**src/rtl/exec_alu_flags.sv**
```systemverilog
// Execute stage: 32-bit ARM data-processing ALU with NZCV flags, CPSR flag register
// with per-flag write enables, and a free-running result register for writeback.
module exec_alu_flags #(
    parameter int DATAW       = 32,
    parameter int FLAGS_START = 28
) (
    input  logic             clk,
    input  logic             reset,
    input  logic [3:0]       opcode,
    input  logic [DATAW-1:0] rn,
    input  logic [DATAW-1:0] shifter,
    input  logic             shifter_carry,
    input  logic [3:0]       flag_we,
    output logic [DATAW-1:0] alu_out,
    output logic [3:0]       flags_out,
    output logic [DATAW-1:0] alu_out_q,
    output logic [DATAW-1:0] cpsr
);

    // Flags held as {N,Z,C,V}; bit 1 is the carry used as Cin.
    logic [3:0]       flags_q;
    logic [3:0]       flags_d;
    logic [DATAW-1:0] op_a_s;
    logic [DATAW-1:0] op_b_s;
    logic             cin_s;
    logic             arith_s;
    logic [DATAW-1:0] logic_res_s;
    logic [DATAW:0]   sum_s;
    logic             ovf_s;

    // Operand selection: subtracts become a + ~b + c so one adder serves all eight.
    always_comb begin
        op_a_s      = rn;
        op_b_s      = shifter;
        cin_s       = 1'b0;
        arith_s     = 1'b0;
        logic_res_s = {DATAW{1'b0}};
        case (opcode)
            4'h0, 4'h8: logic_res_s = rn & shifter;
            4'h1, 4'h9: logic_res_s = rn ^ shifter;
            4'hC:       logic_res_s = rn | shifter;
            4'hD:       logic_res_s = shifter;
            4'hE:       logic_res_s = rn & ~shifter;
            4'hF:       logic_res_s = ~shifter;
            4'h2, 4'hA: begin
                arith_s = 1'b1;
                op_b_s  = ~shifter;
                cin_s   = 1'b1;
            end
            4'h3: begin
                arith_s = 1'b1;
                op_a_s  = shifter;
                op_b_s  = ~rn;
                cin_s   = 1'b1;
            end
            4'h4, 4'hB: arith_s = 1'b1;
            4'h5: begin
                arith_s = 1'b1;
                cin_s   = flags_q[1];
            end
            4'h6: begin
                arith_s = 1'b1;
                op_b_s  = ~shifter;
                cin_s   = flags_q[1];
            end
            4'h7: begin
                arith_s = 1'b1;
                op_a_s  = shifter;
                op_b_s  = ~rn;
                cin_s   = flags_q[1];
            end
            default: logic_res_s = {DATAW{1'b0}};
        endcase
    end

    // 33-bit adder and signed-overflow detection on the effective operands.
    always_comb begin
        sum_s = {1'b0, op_a_s} + {1'b0, op_b_s} + {{DATAW{1'b0}}, cin_s};
        ovf_s = (op_a_s[DATAW-1] == op_b_s[DATAW-1]) &&
                (sum_s[DATAW-1] != op_a_s[DATAW-1]);
    end

    // Result and flag generation; logical ops take C from the shifter and keep V.
    always_comb begin
        flags_out = 4'd0;
        if (arith_s) begin
            alu_out      = sum_s[DATAW-1:0];
            flags_out[1] = sum_s[DATAW];
            flags_out[0] = ovf_s;
        end else begin
            alu_out      = logic_res_s;
            flags_out[1] = shifter_carry;
            flags_out[0] = flags_q[0];
        end
        flags_out[3] = alu_out[DATAW-1];
        flags_out[2] = (alu_out == {DATAW{1'b0}});
    end

    // Per-flag write enable merge.
    always_comb begin
        flags_d = (flags_out & flag_we) | (flags_q & ~flag_we);
    end

    // CPSR flags and writeback pipeline register.
    always_ff @(posedge clk) begin
        if (reset) begin
            flags_q   <= 4'd0;
            alu_out_q <= {DATAW{1'b0}};
        end else begin
            flags_q   <= flags_d;
            alu_out_q <= alu_out;
        end
    end

    // Only the flag field of the CPSR is implemented; everything else reads 0.
    always_comb begin
        cpsr                       = {DATAW{1'b0}};
        cpsr[FLAGS_START +: 4]     = flags_q;
    end

endmodule

```
**config.mk**
```make
export PLATFORM = sky130hd
export DESIGN_NAME = exec_alu_flags
export DESIGN_NICKNAME = d
export VERILOG_FILES = /design/src/rtl/exec_alu_flags.sv
export SDC_FILE = /design/constraint.sdc
export NUM_CORES = 1
export LEC_CHECK = 0
export ABC_CLOCK_PERIOD_IN_PS = 7650
export CAP_MARGIN = 20
export CORE_ASPECT_RATIO = 1.5
export CORE_MARGIN = 4
export CORE_UTILIZATION = 30
export CTS_BUF_LIST = sky130_fd_sc_hd__clkbuf_4
export CTS_CLUSTER_SIZE = 12
export DETAILED_ROUTE_END_ITERATION = 7
export PLACE_DENSITY = 0.52
export RECOVER_POWER = 100
export SYNTH_ARGS = -nofsm -noshare
export SYNTH_HDL_FRONTEND = slang
export SYNTH_SLANG_ARGS = --single-unit
```
**constraint.sdc**
```tcl
create_clock -name clk -period 7.65 [get_ports clk]
set_input_delay 1.53 -clock clk [delete_from_list [all_inputs] [get_ports clk]]
set_output_delay 1.53 -clock clk [all_outputs]
set_load 0.005 [all_outputs]
```
After elaboration in Yosys (flattened, before gate mapping)
Cells that the tools add are included.
- $add $sub $neg: 2
- equality and inequality tests: 17
- multiplexer cells: 7
- bitwise operators: 10
- reductions and logical operators: 10
- operators by type and width (kind ; count):
    32-bit case mux with 6 select lines ; 1
    32-bit bitwise AND ; 2
    32-bit 2-to-1 mux ; 2
    32-bit NOT ; 2
    32-bit case mux with 2 select lines ; 1
    32-bit by 32-bit adder with 33-bit output ; 1
    33-bit by 1-bit adder with 33-bit output ; 1
    4-bit equality test, second input constant ; 8
    32-bit zero test ; 1
    32-bit OR ; 1
    32-bit XOR ; 1
    4-bit by 3-bit equality test with 1-bit output, second input constant ; 4
    3-bit OR reduction ; 3
    4-bit bitwise AND ; 2
    4-bit by 2-bit equality test with 1-bit output, second input constant ; 2
    8-bit OR reduction ; 1
    2-bit OR reduction ; 3
    4-bit by 1-bit equality test with 1-bit output, second input constant ; 1
    4-bit zero test ; 1
    4-bit NOT ; 1
    4-bit OR ; 1
    2-bit 2-to-1 mux ; 1
    1-bit case mux with 2 select lines ; 1
    1-bit equality test ; 1
    3 further kinds ; 3
- register bits after elaboration: 36
- bits of input ports: 75
- output and inout port bits: 100
- logic and storage cells: 48

Logic depth before layout (Yosys ltp)
- depth in word-level cells: 10
- mapped depth: 20
- depth with buffers taken out: 17

Least setup slack after synthesis
No wires, ideal clock.
- path kind: input to output
- start: input opcode[0]
- end: output flags_out[2]
- data arrival time: 6.053 ns
- required time: 6.120 ns
- path slack: 0.067 ns
- stages: 20
- path buffers: 4
- cells stage by stage: buf_2 -> clkbuf_1 -> clkbuf_1 -> nand3_1 -> o31ai_1 -> clkbuf_1 -> nor2_1 -> a211oi_1 -> fa_1 -> inv_1 -> fa_1 -> a211oi_2 -> o21ai_2 -> a211oi_1 -> mux2i_1 -> o2111ai_1 -> nor4_1 -> nand4_1 -> a2111oi_2 -> and3_1
- word-level cells in the longest chain between the ends: 7
- elaborated cells on any way between the ends: 32
- those cells by class: add/sub (2); eq/ne (15); mux (6); reduce/logical (9)
- RTL lines (element ; line ; source):
    start, declared ; 9 ; input logic [3:0] opcode,
    4-bit by 3-bit equality test with 1-bit output, or another cell as far along ; 38 ; case (opcode)
    3-bit OR reduction (no line) / 2-bit OR reduction (equally long branches) ; -- ;
    32-bit case mux with 2 select lines / 32-bit 2-to-1 mux (equally long branches) ; 38 ;
    32-bit by 32-bit adder with 33-bit output ; 78 ; sum_s = {1'b0, op_a_s} + {1'b0, op_b_s} + {{DATAW{1'b0}}, cin_s};
    33-bit by 1-bit adder with 33-bit output ; 78 ;
    32-bit 2-to-1 mux (*) ; 86 ; if (arith_s) begin
    via alu_out[16] ; 14 ; output logic [DATAW-1:0] alu_out,
    32-bit zero test (*) ; 96 ; flags_out[2] = (alu_out == {DATAW{1'b0}});
    end, declared ; 15 ; output logic [3:0] flags_out,
Mark *: on every way through the listed nets, which the timed path passes. The rest lies on a longest branch.

Worst setup path in the final report
- start: input opcode[3]
- end: output flags_out[0]
- word-level cells in the longest chain between the ends: 8
- elaborated cells on any way between the ends: 23
- those cells by class: add/sub (2); eq/ne (10); mux (5); reduce/logical (6)
- RTL lines (element ; line ; source):
    4-bit by 3-bit equality test with 1-bit output, or another cell as far along ; 38 ;
    3-bit OR reduction (no line) / 2-bit OR reduction (equally long branches) ; -- ;
    32-bit case mux with 2 select lines / 32-bit 2-to-1 mux (equally long branches) ; 38 ;
    32-bit by 32-bit adder with 33-bit output ; 78 ;
    33-bit by 1-bit adder with 33-bit output ; 78 ;
    1-bit != test ; 80 ; (sum_s[DATAW-1] != op_a_s[DATAW-1]);
    1-bit logical AND ; 79 ; ovf_s = (op_a_s[DATAW-1] == op_b_s[DATAW-1]) &&
    2-bit 2-to-1 mux (*) ; 86 ;
Mark *: on every way between the ends. The rest lies on a longest branch, timed or not.

==> results.toml <==
[timing]
fin_ws_ns = 0.417
worstMarginPinSlew_ns = 0.779
fmax_mhz = 138
period_share_pct = 94.6
timing.final.crit_period_ns = 7.23
hold_viol = 0
finClkSkew_ns = 0.0152
setup_viol = 0
slew_violations = 0
grt_setup_unrepaired = "no"
slew_headroom_pct = 47.9

[synthesis]
synth_top_area_share_pct = 11.5
ys_seq_area_share_pct = 10.5
synth-seq-cells = 36
synthXorXnorAreaFrac_pct = 3.70
synth_warnings = 0
synth_top_family_by_area = "compound AO/OA/AOI/OAI gates"
synth_compound_area_share_pct = 34.2
netlist_area_um2 = 6870
async_reset_ff_share_pct = 0
synth.distinct_cells = 87
synthSimpleGateAreaFrac_pct = 24.0
synth_cells = 1036
muxShareOfSynthArea_pct = 3.28
synthAdderAreaFrac_pct = 12.1
avgSynthCellArea_um2 = 6.63
ys.flop_type = "dfxtp_1"
synth_area_leader_cell = "ha_1"
synthTopCellsByArea = "ha_1 (11%), dfxtp_1 (10%), o21ai_0 (10%)"
synth-edff-count = 0

[critical_path]
cp_max_fo = 9
worstPathRequired_ns = 6.12
r2r_cells = 17
arrival_ns = 5.70
criticalPathCategory = "input port to primary output"
startpoint_type = "input port"
r2r_setup_slack_ns = 3.65
setup.worst_path.start = "opcode[3]"
crit_path_end_kind = "primary output"
setup.worst_path.end = "flags_out[0]"

[pwr]
netSwitchingPower_mw = 0.591
power.internal_mw = 0.779
p_leak_nw = 4.50
max-vdd-ir-drop_uv = 88.5
p_seq_share_pct = 16.1
p_comb_share_pct = 73.6
power.total_mw = 1.37
swShare_pct = 43.2
power_density_nw_per_um2 = 141
clkPwrFrac_pct = 10.3

[drt]
wire_per_inst_um = 19.0
drcViolationCount = 0
wl_mm = 29.9
final_antenna_net_count = 0
routed_via_density = 5.44
firstDrtPassIters = 5
vias = 8547
dr.first_iter.drc_count = 542

[clocking]
clock_sinks = 36
clkTransAtPathRegs_ns = 0.11
clk_latency_ns = 0.36
clockRootBuffer = "clkbuf_4"
cts_buffer_depth = 2
cts_hold_buf = 0
cts_tree = "built"
cts-buffers-inserted = 5
htreeDepth = 2

[finish]
diodes = 0
fin_nets = 1434
fill_cells = 2399
multi_input_area_um2 = 5510
drive_gt1_share_pct = 16.4
seq_area_um2 = 721
area_growth_pct = 41.5

[floorplan]
num_rows = 67
initial_core_util_pct = 30.6
num_io_pins = 175
die_area_um2 = 25400
dieHeight_um = 193
core_um2 = 22500
die_width_um = 132

[place]
placement.io_buffers = 146
hpwlAfterDp_mm = 24.0
globalplace.congestion = 0.945
place_ws_ns = -0.330

[global_route]
grt_max_degree = 64
grt_pass1_vias = 8407
antenna_found_initial = 0
grt_pass1_wl_mm = 45.8
overflow = 0
grt.total_usage_pct = 22.4

[min_path]
hp-class = "flop to flop"

[outcome]
status = "complete, no violations"

[flow_run]
maxCapViolCount = 0
[kinds of logic after synthesis]
kind of cell    after synthesis
compound gates              365
simple gates                334
buf+inv                     184
fa+ha+maj                    65
flops                        36
xor+xnor                     29
mux                          22
other cells                   1
[final cells by class]
cell class | instances | area share [%]
Inverter | 88 | 3.40
Timing Repair Buffer | 320 | 28.0
Clock buffer | 5 | 0.386
Clock inverter | 3 | 0.438
Tap cell | 276 | 3.56
Sequential cell | 36 | 7.42
Multi-Input combinational cell | 843 | 56.8
[what timing repair did]
| action | in CTS | in global routing |
|---|---|---|
| setup endpoints to repair | 1 | 1 |
| pin swaps | 14 | 22 |
| gates resized for setup | 18 | 20 |
| setup buffers | 4 | 7 |
[layout by cell type (no fill, tap or decap), drive strengths merged, types with 7 or more instances in the layout]
cell             n
conb            28
or3              7
dlygate4sd3     58
o21ai          147
a22oi           11
nand3           19
o22ai           19
a31oi           15
and3            16
a211oi          18
nor3            23
nand4           14
dfxtp           36
xnor2           15
ha              63
o221ai           9
and2             7
clkbuf          25
a21o            16
xor2            14
nor2b           24
inv             88
nand2          124
clkdlybuf4s50   82
nand2b          12
buf            156
o211ai           8
nor2            60
mux2i           18
a21oi           60
[worst min path at each step]
stage                     from    to  slack, ns  cells past startpoint
after global routing      flop  flop       0.54                      2
after floorplan           flop  flop       0.49                      2
after CTS                 flop  flop       0.52                      2
after detailed placement  flop  flop       0.50                      2
final                     flop  flop       0.51                      2
after global placement    flop  flop       0.49                      2
[metrics by stage]
step	std cells	setup TNS (ns)	utilization (%)	cell area (µm²)	hold slack [ns]
final	1571	0	43.2	9710	0.511
after global routing	1571	0	43.2	9710	0.545
after CTS	1564	0	43.1	9690	0.523
after detailed placement	1552	-0.330	42.3	9500	0.501
after global placement	1552	-0.257	42.3	9500	0.489
after floorplan	1063	0	-	6970	0.494
[power by group through the flow]
stage	logic (mW)	registers, mW	clock network, mW
3_3_place_gp	1.01	0.226	0
2_1_floorplan	0.483	0.231	0
5_1_grt	1.10	0.223	0.153
4_1_cts	1.03	0.222	0.147
6_report	1.01	0.220	0.141
3_5_place_dp	1.01	0.227	0
[routing by layer]
| layer | vias to the layer above | global-route usage, % | routed length, µm |
|---|---|---|---|
| met3 | 81 | 2.10 | 1480 |
| met5 | - | 0 | 0 |
| li1 | 4204 | - | - |
| met2 | 296 | 43.6 | 15700 |
| met4 | 0 | 11.2 | 1800 |
| met1 | 3966 | 23.5 | 10900 |
[synthesized netlist by cell type (9+ instances only)]
cell	count
o21ai_0	141
nand2_1	123
inv_1	86
ha_1	63
a21oi_1	59
nor2_1	58
clkbuf_1	39
dfxtp_1	36
buf_4	33
nor2b_1	24
buf_2	21
nor3_1	21
o22ai_1	19
mux2i_1	18
nand3_1	18
a211oi_1	16
and3_1	16
a21o_1	15
a31oi_1	15
xnor2_1	15
nand4_1	14
xor2_1	14
nand2b_1	12
a22oi_1	11
o221ai_1	9
[worst max-delay path, stage by stage]
cell            delay [ns]
dlymetal6s2s_1        0.15
and2_4                0.19
o31ai_4               0.24
clkbuf_1              0.21
buf_4                 0.24
nand2_1               0.07
o21ai_0               0.07
o21ai_0               0.11
ha_1                  0.40
a21oi_1               0.23
o21ai_1               0.12
a221oi_1              0.45
buf_4                 0.20
nand4b_1              0.15
clkbuf_4              0.18
a31oi_1               0.22
xor2_1                0.13
o31ai_1               0.22
dlygate4sd3_1         0.59
(Power assumes the default switching activity.)
